## src/rtl/sin_amp_gen_pkg.sv

```systemverilog
// Shared constants and the quarter-wave table generator for sin_amp_gen.
// The table is built at elaboration time with integer arithmetic only.
package sin_amp_gen_pkg;

    localparam int M     = 12;
    localparam int NS    = 2 ** M;
    localparam int PW    = 16;
    localparam int LUT_N = 65;

    // pi scaled by 2**30; the sine series below works in that fixed-point format
    localparam longint PI_Q30 = 64'sd3373259426;

    // round(2**M * sin(2*pi*k/256)) for k = 0..64 via a Taylor series in Q30
    function automatic logic [M:0] qlut_val(input int k);
        longint x;
        longint x2;
        longint t;
        longint s;
        x  = (PI_Q30 * longint'(k)) / 128;
        x2 = (x * x) >>> 30;
        t  = x;
        s  = x;
        for (int n = 1; n <= 10; n++) begin
            t = -((t * x2) >>> 30) / longint'((2 * n) * (2 * n + 1));
            s = s + t;
        end
        return (M + 1)'((s * (longint'(1) << M) + (longint'(1) << 29)) >>> 30);
    endfunction

endpackage

```

## src/rtl/sin_amp_gen_if.sv

```systemverilog
// Host-side control and sample-stream signals of the sine test source.
interface sin_amp_gen_if;
    import sin_amp_gen_pkg::*;

    logic          ce;
    logic          we;
    logic [M-1:0]  AMP;
    logic [PW-1:0] DPH;
    logic          ce_tact;
    logic          ce_zero;
    logic [M:0]    SIN;
    logic [M-1:0]  AMP_R;

    modport master (
        output ce, we, AMP, DPH,
        input  ce_tact, ce_zero, SIN, AMP_R
    );

    modport slave (
        input  ce, we, AMP, DPH,
        output ce_tact, ce_zero, SIN, AMP_R
    );

endinterface

```

## src/rtl/sin_amp_gen_qlut.sv

```systemverilog
// Combinational quarter-wave sine ROM: 65 entries of round(2**M*sin(2*pi*k/256)).
module sin_amp_gen_qlut
    import sin_amp_gen_pkg::*;
(
    input  logic [6:0] idx,
    output logic [M:0] data
);

    logic [M:0] rom [0:LUT_N-1];

    for (genvar k = 0; k < LUT_N; k++) begin : g_rom
        localparam logic [M:0] VAL = qlut_val(k);
        assign rom[k] = VAL;
    end

    // NOTE: data gets a default before the conditional so no path leaves it unassigned (no latch).
    always_comb begin
        data = '0;
        if (idx <= 7'(LUT_N - 1)) begin
            data = rom[idx];
        end
    end

endmodule

```

## src/rtl/sin_amp_gen.sv

```systemverilog
// Programmable-amplitude offset-binary sine source: phase accumulator,
// quadrant fold, three-stage ce-gated multiply/round/offset pipeline.
module sin_amp_gen
    import sin_amp_gen_pkg::*;
(
    input  logic         clk,
    input  logic         rst_n,
    sin_amp_gen_if.slave bus
);

    localparam logic [M:0]   MID = (M + 1)'(NS);
    localparam logic [2*M:0] RND = (2 * M + 1)'(2 ** (M - 1));

    logic [PW-1:0] ph;
    logic [PW-1:0] dph_r;
    logic [M-1:0]  amp_r;
    logic          ph_start;
    logic [PW:0]   ph_sum;
    logic          carry;
    logic          load;

    assign ph_sum      = {1'b0, ph} + {1'b0, dph_r};
    assign carry       = ph_sum[PW];
    assign bus.ce_tact = bus.ce & carry;
    // an idle block (zero step) accepts a load at once, otherwise only on a wrap
    assign load        = bus.ce & bus.we & (carry | (dph_r == '0));

    // NOTE: registered state is always written with non-blocking assignments so every flop samples pre-edge values.
    always_ff @(posedge clk or negedge rst_n) begin
        if (!rst_n) begin
            ph       <= '0;
            dph_r    <= '0;
            amp_r    <= '0;
            ph_start <= 1'b0;
        end else if (bus.ce) begin
            ph_start <= load | carry;
            if (load) begin
                ph    <= '0;
                amp_r <= bus.AMP;
                dph_r <= bus.DPH;
            end else begin
                ph <= ph_sum[PW-1:0];
            end
        end
    end

    logic [7:0] p;
    logic [6:0] lut_idx;
    logic [M:0] lut_data;

    assign p       = ph[PW-1 -: 8];
    assign lut_idx = p[6] ? (7'd64 - {1'b0, p[5:0]}) : {1'b0, p[5:0]};

    sin_amp_gen_qlut u_qlut (
        .idx  (lut_idx),
        .data (lut_data)
    );

    logic [M:0]   l_s1;
    logic         neg_s1;
    logic         zero_s1;
    logic [M:0]   y_s2;
    logic         neg_s2;
    logic         zero_s2;
    logic [2*M:0] prod;
    logic [2*M:0] prod_rnd;
    logic [M:0]   sin_r;
    logic         zero_r;

    assign prod     = amp_r * l_s1;
    assign prod_rnd = prod + RND;

    always_ff @(posedge clk or negedge rst_n) begin
        if (!rst_n) begin
            l_s1    <= '0;
            neg_s1  <= 1'b0;
            zero_s1 <= 1'b0;
            y_s2    <= '0;
            neg_s2  <= 1'b0;
            zero_s2 <= 1'b0;
            sin_r   <= MID;
            zero_r  <= 1'b0;
        end else if (bus.ce) begin
            l_s1    <= lut_data;
            neg_s1  <= p[7];
            zero_s1 <= ph_start;
            y_s2    <= prod_rnd[2*M:M];
            neg_s2  <= neg_s1;
            zero_s2 <= zero_s1;
            // y never exceeds amp_r, so neither branch can leave the code range
            sin_r   <= neg_s2 ? (MID - y_s2) : (MID + y_s2);
            zero_r  <= zero_s2;
        end
    end

    assign bus.SIN     = sin_r;
    assign bus.ce_zero = zero_r;
    assign bus.AMP_R   = amp_r;

endmodule

```

## src/flat_wrapper.sv

```systemverilog
// flat-port wrapper written by rule: the top's interface ports become plain ports
module sin_amp_gen_flat import sin_amp_gen_pkg::*;
  (clk, rst_n, bus_ce, bus_we, bus_AMP, bus_DPH, bus_ce_tact, bus_ce_zero, bus_SIN, bus_AMP_R);
  sin_amp_gen_if bus_i ();
  input  logic clk;
  input  logic rst_n;
  input wire logic [$bits(bus_i.ce)-1:0] bus_ce;
  input wire logic [$bits(bus_i.we)-1:0] bus_we;
  input wire logic [$bits(bus_i.AMP)-1:0] bus_AMP;
  input wire logic [$bits(bus_i.DPH)-1:0] bus_DPH;
  output wire logic [$bits(bus_i.ce_tact)-1:0] bus_ce_tact;
  output wire logic [$bits(bus_i.ce_zero)-1:0] bus_ce_zero;
  output wire logic [$bits(bus_i.SIN)-1:0] bus_SIN;
  output wire logic [$bits(bus_i.AMP_R)-1:0] bus_AMP_R;
  assign bus_i.ce = bus_ce;
  assign bus_i.we = bus_we;
  assign bus_i.AMP = bus_AMP;
  assign bus_i.DPH = bus_DPH;
  assign bus_ce_tact = bus_i.ce_tact;
  assign bus_ce_zero = bus_i.ce_zero;
  assign bus_SIN = bus_i.SIN;
  assign bus_AMP_R = bus_i.AMP_R;
  sin_amp_gen u_core (.clk(clk), .rst_n(rst_n), .bus(bus_i));
endmodule
```

## config.mk

```make
export PLATFORM = sky130hd
export DESIGN_NAME = sin_amp_gen_flat
export DESIGN_NICKNAME = d
export VERILOG_FILES = /design/src/rtl/sin_amp_gen_pkg.sv /design/src/rtl/sin_amp_gen_if.sv /design/src/rtl/sin_amp_gen_qlut.sv /design/src/rtl/sin_amp_gen.sv /design/src/flat_wrapper.sv
export SDC_FILE = /design/constraint.sdc
export NUM_CORES = 1
export LEC_CHECK = 0
export ABC_AREA = 1
export BUFFER_PORTS_ARGS = -buffer_cell sky130_fd_sc_hd__buf_4
export CAP_MARGIN = 30
export CORE_UTILIZATION = 25
export DETAILED_ROUTE_END_ITERATION = 6
export PLACE_DENSITY = 0.47
export RECOVER_POWER = 50
export SLEW_MARGIN = 40
export SYNTH_ARGS = -nofsm -noshare
export SYNTH_HDL_FRONTEND = slang
export SYNTH_SLANG_ARGS = --single-unit
export TNS_END_PERCENT = 20
```

## constraint.sdc

```tcl
create_clock -name clk -period 4.9 [get_ports clk]
set_input_delay 0.735 -clock clk [delete_from_list [all_inputs] [get_ports clk]]
set_output_delay 0.735 -clock clk [all_outputs]
set_load 0.05 [all_outputs]
```

==> results of run 1 <==
## flip-flops by register name (all words and copies together) (netlist names)
signal and cells:
u_core.neg_s1 1, u_core.bus.SIN 13, u_core.ph 16, u_core.l_s1 13, u_core.dph_r 16, u_core.ph_start 1
u_core.bus.AMP_R 12, u_core.neg_s2 1, u_core.zero_s1 1, u_core.y_s2 13, u_core.zero_s2 1, u_core.bus.ce_zero 1
## layout make-up
type	instances	area share
clock inverters	7	0.00577
inverters	266	0.0755
clock buffers	9	0.0170
multi-input cells	1150	0.593
flip-flops and latches	89	0.171
well taps	585	0.0554
repair buffers	140	0.0827
## cell usage in the layout, fill, tap and decap left out, types with 4 or more instances in the layout
master	n
dfrtp_1	65
buf_12	5
o21ai_0	41
buf_4	117
clkbuf_16	9
dfrtp_2	23
a21o_1	6
ha_1	87
nand3_1	118
nand2_2	24
nor2_1	64
a21oi_1	33
nor2_2	4
nand2_4	4
a21oi_2	8
o21ai_1	12
fa_1	107
nor4_1	4
xor2_1	12
clkbuf_1	10
nand4_1	12
o21ai_2	4
inv_2	14
nor3_1	9
buf_6	6
nand2_1	540
nand3b_1	7
nand3_2	6
inv_1	252
o21bai_1	5
ha_4	7
## critical path, cell delays in order, from the launching register on
cell and delay [ns]:
dfrtp_2 0.47, buf_6 0.15, nand2_2 0.06, inv_2 0.04, fa_1 0.53, fa_1 0.52, fa_1 0.52, fa_1 0.53
inv_2 0.04, fa_2 0.53, inv_2 0.04, ha_4 0.30, nand2_4 0.07, nor2_4 0.12, inv_2 0.06, nor3_4 0.20
a21oi_2 0.09, or2_4 0.23, nand3_2 0.06, nand2_2 0.05
## cells in the mapped netlist, drive strengths merged
cell	n	area (um^2)
nor4	4	25.0
a21oi	42	214
dfstp	1	26.3
ha	95	1190
clkbuf	39	146
xnor2	4	35.0
xor2	12	105
o21bai	5	37.5
o21ai	57	293
o211ai	3	22.5
o31ai	2	15.0
nand4	12	75.1
or2	6	37.5
buf	22	190
nor2	69	259
a31oi	4	25.0
and2	1	6.26
o21a	3	22.5
and3	2	12.5
nand2	568	2180
nand3	125	648
nor2b	1	6.26
nand3b	7	52.6
inv	266	998
dfrtp	88	2200
nor3	11	55.1
fa	110	2200
a22o	1	8.76
a21o	6	45.0
## layer usage
layer,up-vias,GRT usage
met3,34,0.0151
met5,-,0
li1,4998,-
met1,4781,0.195
met2,181,0.256
met4,0,0.0409
## worst max-delay path by stage
stage	from	to	slack, ns	cells after the start
2_1_floorplan	u_core.bus.AMP_R[10]$_DFFE_PN0P_	u_core.y_s2[3]$_DFFE_PN0P_	-0.13	19
3_3_place_gp	u_core.l_s1[6]$_DFFE_PN0P_	u_core.y_s2[0]$_DFFE_PN0P_	-0.03	17
3_5_place_dp	u_core.bus.AMP_R[10]$_DFFE_PN0P_	u_core.y_s2[3]$_DFFE_PN0P_	-0.004	19
4_1_cts	u_core.bus.AMP_R[6]$_DFFE_PN0P_	u_core.y_s2[3]$_DFFE_PN0P_	0.002	19
5_1_grt	u_core.bus.AMP_R[11]$_DFFE_PN0P_	u_core.y_s2[3]$_DFFE_PN0P_	-0.03	19
6_report	u_core.bus.AMP_R[11]$_DFFE_PN0P_	u_core.y_s2[3]$_DFFE_PN0P_	0.17	19
## timing repair
item | CTS | global route
setup endpoints to repair | 1 | 13
gates resized for setup | 6 | 88
setup buffers | 0 | 27
pin swaps | 0 | 40
## logic make-up after synthesis
group	share of synthesized area
AND/OR/NAND/NOR	0.302
buffers and inverters	0.120
adder cells (fa/ha/maj)	0.304
AO/OA/AOI/OAI	0.0613
flip-flops	0.200
XOR/XNOR	0.0126
## through the flow
stage               cells  hold WS (ns)  utilization  setup slack, ns
floorplan            1566         0.439            -           -0.132
global placement     2203         0.466        0.285          -0.0310
detailed placement   2203         0.464        0.285         -0.00426
CTS                  2219         0.469        0.292          0.00234
global route         2246         0.504        0.304          -0.0278
finish               2246         0.471        0.304            0.170
==> reports/metrics.yaml, run 1 <==
vias_per_cell: 4.45
io_buffer_count: 58
num_rows: 76
yosysSeqAreaShare: 0.200
cts_buffer_depth: 2
vias: 9994
finalSetupViolations: 0
place_congestion: 0.879
wl_per_cell_um: 14.2
regArea_um2: 2260
design_area_um2: 13200
start_util: 0.256
dr.pass1.iters: 5
worst-path-max-fanout: 6
cp-start-kind: "flop"
synth_seq_cells: 89
r2r_end: "u_core.y_s2[3]$_DFFE_PN0P_"
die-area_um2: 45400
grt_max_degree: 72
r2r_cells: 19
r2r_slack_ns: 0.17
netlist_instances: 1566
fill_cells: 4863
path_clk_slew_ns: 0.07
arrival_ns: 4.98
nNetsFinal: 1893
drive_gt1_frac: 0.156
synth.avg_cell_area_um2: 7.11
first_global_vias: 10300
ioPinCount: 59
critical_path_required_ns: 5.15
root_buffer: "clkbuf_16"
synth.distinct_cells: 41
final_max_slew_viol_count: 56
wl_met3_um: 1060
tns_ns: 0
grt.total_usage: 0.148
cts_made_buffers: 9
status: "complete, but fails checks"
yosys_warnings: 0
cts_tree: "done"
die_h_um: 213
drc: 0
multi_input_area_um2: 7840
violations: "max-capacitance violations, max-slew violations"
wl_met2_um: 15200
hold_class: "flop to flop"
dp_hpwl_um: 25100
critical_path_class: "flop to flop"
postCtsHoldBufs: 0
core_area_um2: 43600
grt_overflow_total: 0
clock_latency_ns: 0.36
rr_startpoint: "u_core.bus.AMP_R[11]$_DFFE_PN0P_"
num_antenna_cells: 0
worst_pin_slew_ns: 3.18
fmax_mhz: 211
hp-start: "u_core.neg_s1$_DFFE_PN0P_"
ant_nets: 0
fin_skew_ns: 0.0133
whs_path_depth: 2
grt_pass1_wl_um: 53000
post-route-period-util: 0.965
cp-end-kind: "flop"
hold_viol: 0
drt_iter0_drc: 515
rsz0062_at_grt: "true"
synth_area_um2: 11100
wl_met1_um: 15000
dpl-instance-area_um2: 12400
htree_num_levels: 3
relSlewSlack: -1.12
hold_end: "u_core.neg_s1$_DFFE_PN0P_"
cap_violations: 1
cts.sinks: 89
routed_wl_um: 31900
fp.dieW_um: 213
synthesis.nets: 1803
antenna_found_initial: 0
area_delta_synth_final_pct: 18.7
maxUsedRoutingLayer: "met4"
post-route-min-period_ns: 4.73
Power of run 1 is left out: the tool's default activity adds up to more than one toggle a clock period on the data nets, which glitch-free logic cannot reach.
==> run 2, diff against run 1 <==
Settings changed: CTS_CLUSTER_DIAMETER set to 40, RECOVER_POWER 50 to unset, SYNTH_HIERARCHICAL set to 1.
==> run 2 against run 1 <==
The flow now finishes without violations. Critical path depth is the same. First-iteration DRC count grew 1.9%. Sequential share of layout area shrank 0.27 points. Highest routed layer unchanged. Design area grew 1.3%. Fmax is essentially flat. Non-clock buffer count shrank 2. Final cell count shrank 0.58%. Sequential cell count is the same. Utilization shrank 0.15 points. Via count grew 0.35%. Register-to-register slack is essentially flat. Clock skew grew 0.0053 ns.
==> reports/metrics.yaml, run 2 <==
cap_violations: 0
wl_per_cell_um: 14.0
rr_startpoint: "u_core/bus.AMP_R[8]$_DFFE_PN0P_"
synth-simple-area-share: 0.282
cp-end-kind: "flop"
synth_top_area_frac: 0.195
fill_cells: 4879
htree_num_levels: 3
post-route-period-util: 0.965
worst_pin_slew_ns: 0.714
cp-startpoint: "u_core/bus.AMP_R[8]$_DFFE_PN0P_"
synthMuxAreaShare: 0
whs_ns: 0.336
area_delta_synth_final_pct: 18.7
grt.total_usage: 0.140
die-area_um2: 46000
yosys_warnings: 6
synth_area_leaders: "dfrtp_1 (20%), fa_1 (20%), nand2_1 (17%)"
drive_gt1_frac: 0.167
ioPinCount: 59
synthAdderAreaFrac: 0.307
place_congestion: 0.862
async_flop_share: 1.00
hold_class: "input pin to async pin"
drt_iter0_drc: 525
antenna_found_initial: 0
vias: 10000
path_clk_slew_ns: 0.07
die_h_um: 214
synth_xor_area_frac: 0.0148
cts_made_buffers: 9
post-route-min-period_ns: 4.73
relSlewSlack: 0.521
design_area_um2: 13400
cts_tree: "done"
cts_buffer_depth: 2
setup_slack_ns: 0.171
io_buffer_count: 58
drc: 0
reg.largest.list: "u_core/dph_r (16), u_core/ph (16)"
nNetsFinal: 1879
status: "completed"
num_antenna_cells: 0
dp_slack_ns: -0.141
cp-start-kind: "flop"
ant_nets: 0
synth.distinct_cells: 47
start_util: 0.255
hold_viol: 0
synth_area_um2: 11300
synth_top_family_by_area: "adder cells"
regArea_um2: 2250
critical_path_required_ns: 5.15
arrival_ns: 4.98
synth_compound_area_frac: 0.0752
fin_skew_ns: 0.0186
vias_per_cell: 4.49
synthesis.nets: 1789
root_buffer: "clkbuf_16"
num_rows: 77
routed_wl_um: 31300
multi_input_area_um2: 7950
synth.most_common_cell: "nand2_1"
worst-path-max-fanout: 8
final_max_slew_viol_count: 0
grt_pass1_wl_um: 52400
final_common_cell: "nand2_1"
netlist_instances: 1546
clock_latency_ns: 0.36
mostFrequentLayoutCells: "nand2_1 (497), inv_1 (258), buf_4 (124), fa_1 (105), ha_1 (91)"
synth_ff_type: "dfrtp_1"
first_global_vias: 10300
fmax_mhz: 211
dr.pass1.iters: 7
core_area_um2: 44300
rsz0062_at_grt: "true"
yosysSeqAreaShare: 0.198
synth.avg_cell_area_um2: 7.30
synth-edff-count: 0
cts.sinks: 89
synth_common_cells: "nand2_1 (509), inv_1 (264), fa_1 (110)"
dpl-instance-area_um2: 12600
synth_seq_cells: 89
grt_max_degree: 57
finalSetupViolations: 0
yosys.area.top_type: "dfrtp_1"
fp.dieW_um: 214
critical_path_class: "flop to flop"
dp_hpwl_um: 24900
grt_overflow_total: 0
## run 2: cell count changes in the layout (fill, tap and decap cells not counted), moves of 5 or more
cell | previous run | this run
o211ai_1 | 3 | 8
inv_1 | 252 | 258
nand2_1 | 540 | 497
clkbuf_1 | 10 | 1
nand3_2 | 6 | 25
nor2_1 | 64 | 80
dfrtp_1 | 65 | 71
nand3_1 | 118 | 79
nand2_2 | 24 | 15
buf_4 | 117 | 124
xnor2_1 | 2 | 8
dfrtp_2 | 23 | 17
a21oi_1 | 33 | 47
## run 2: cells by family (layout without fill, tap and decap cells)
family,count (synthesis),count (layout)
adder cells (fa/ha/maj),211,211
XOR/XNOR,19,19
AND/OR/NAND/NOR,747,747
flip-flops,89,89
buffers and inverters,330,425
AO/OA/AOI/OAI,150,150
## run 2: metal layers
metal,track usage,part of all wire
met1,0.184,0.46
met2,0.243,0.49
met3,0.0129,0.034
met4,0.0398,0.019
met5,0,0
## run 2: layout make-up
cell class	count	share of cell area
Clock buffer	10	0.0171
Clock inverter	6	0.00542
Inverter	271	0.0764
Multi-Input combinational cell	1127	0.593
Sequential cell	89	0.168
Tap cell	592	0.0553
Timing Repair Buffer	138	0.0843
## run 2: critical path: stages, from the launching register on
cell and delay (ns):
dfrtp_2 0.45, buf_6 0.13, nand2_1 0.07, fa_2 0.56, inv_1 0.05, fa_1 0.45, fa_1 0.50, fa_1 0.55
inv_1 0.05, fa_1 0.52, inv_1 0.06, ha_4 0.29, nand2_4 0.06, inv_4 0.06, nand2_2 0.07, nor3_4 0.25
a21oi_2 0.09, or2_2 0.28, nand3_2 0.08, nand2_1 0.06
## run 2: metrics by stage
stage / setup TNS [ns] / util / instances
after floorplan: 0 / - / 1546
after global placement: -0.217 / 0.284 / 2202
after detailed placement: -0.182 / 0.285 / 2202
after CTS: 0 / 0.293 / 2222
after global routing: -0.110 / 0.302 / 2233
final: 0 / 0.302 / 2233
## run 2: worst paths after layout
path | end | cells past startpoint | slack [ns]
worst min-delay path | u_core/dph_r[2]$_DFFE_PN0P_ | 1 | 0.34
worst min register to register | u_core/neg_s1$_DFFE_PN0P_ | 2 | 0.47
worst max-delay path | u_core/y_s2[3]$_DFFE_PN0P_ | 19 | 0.17
max in group asynchronous | u_core/bus.SIN[12]$_DFFE_PN1P_ | 2 | 3.70
min in group clk | u_core/neg_s1$_DFFE_PN0P_ | 2 | 0.47
worst max register to register | u_core/y_s2[3]$_DFFE_PN0P_ | 19 | 0.17
## run 2: repair_timing
| action | CTS | global route |
|---|---|---|
| setup buffers | 4 | 11 |
| hold buffers | 0 | 0 |
| resized for setup | 12 | 76 |
| setup endpoints to repair | 3 | 13 |
| pin swaps | 3 | 28 |
Power of run 2 is left out for the same reason.
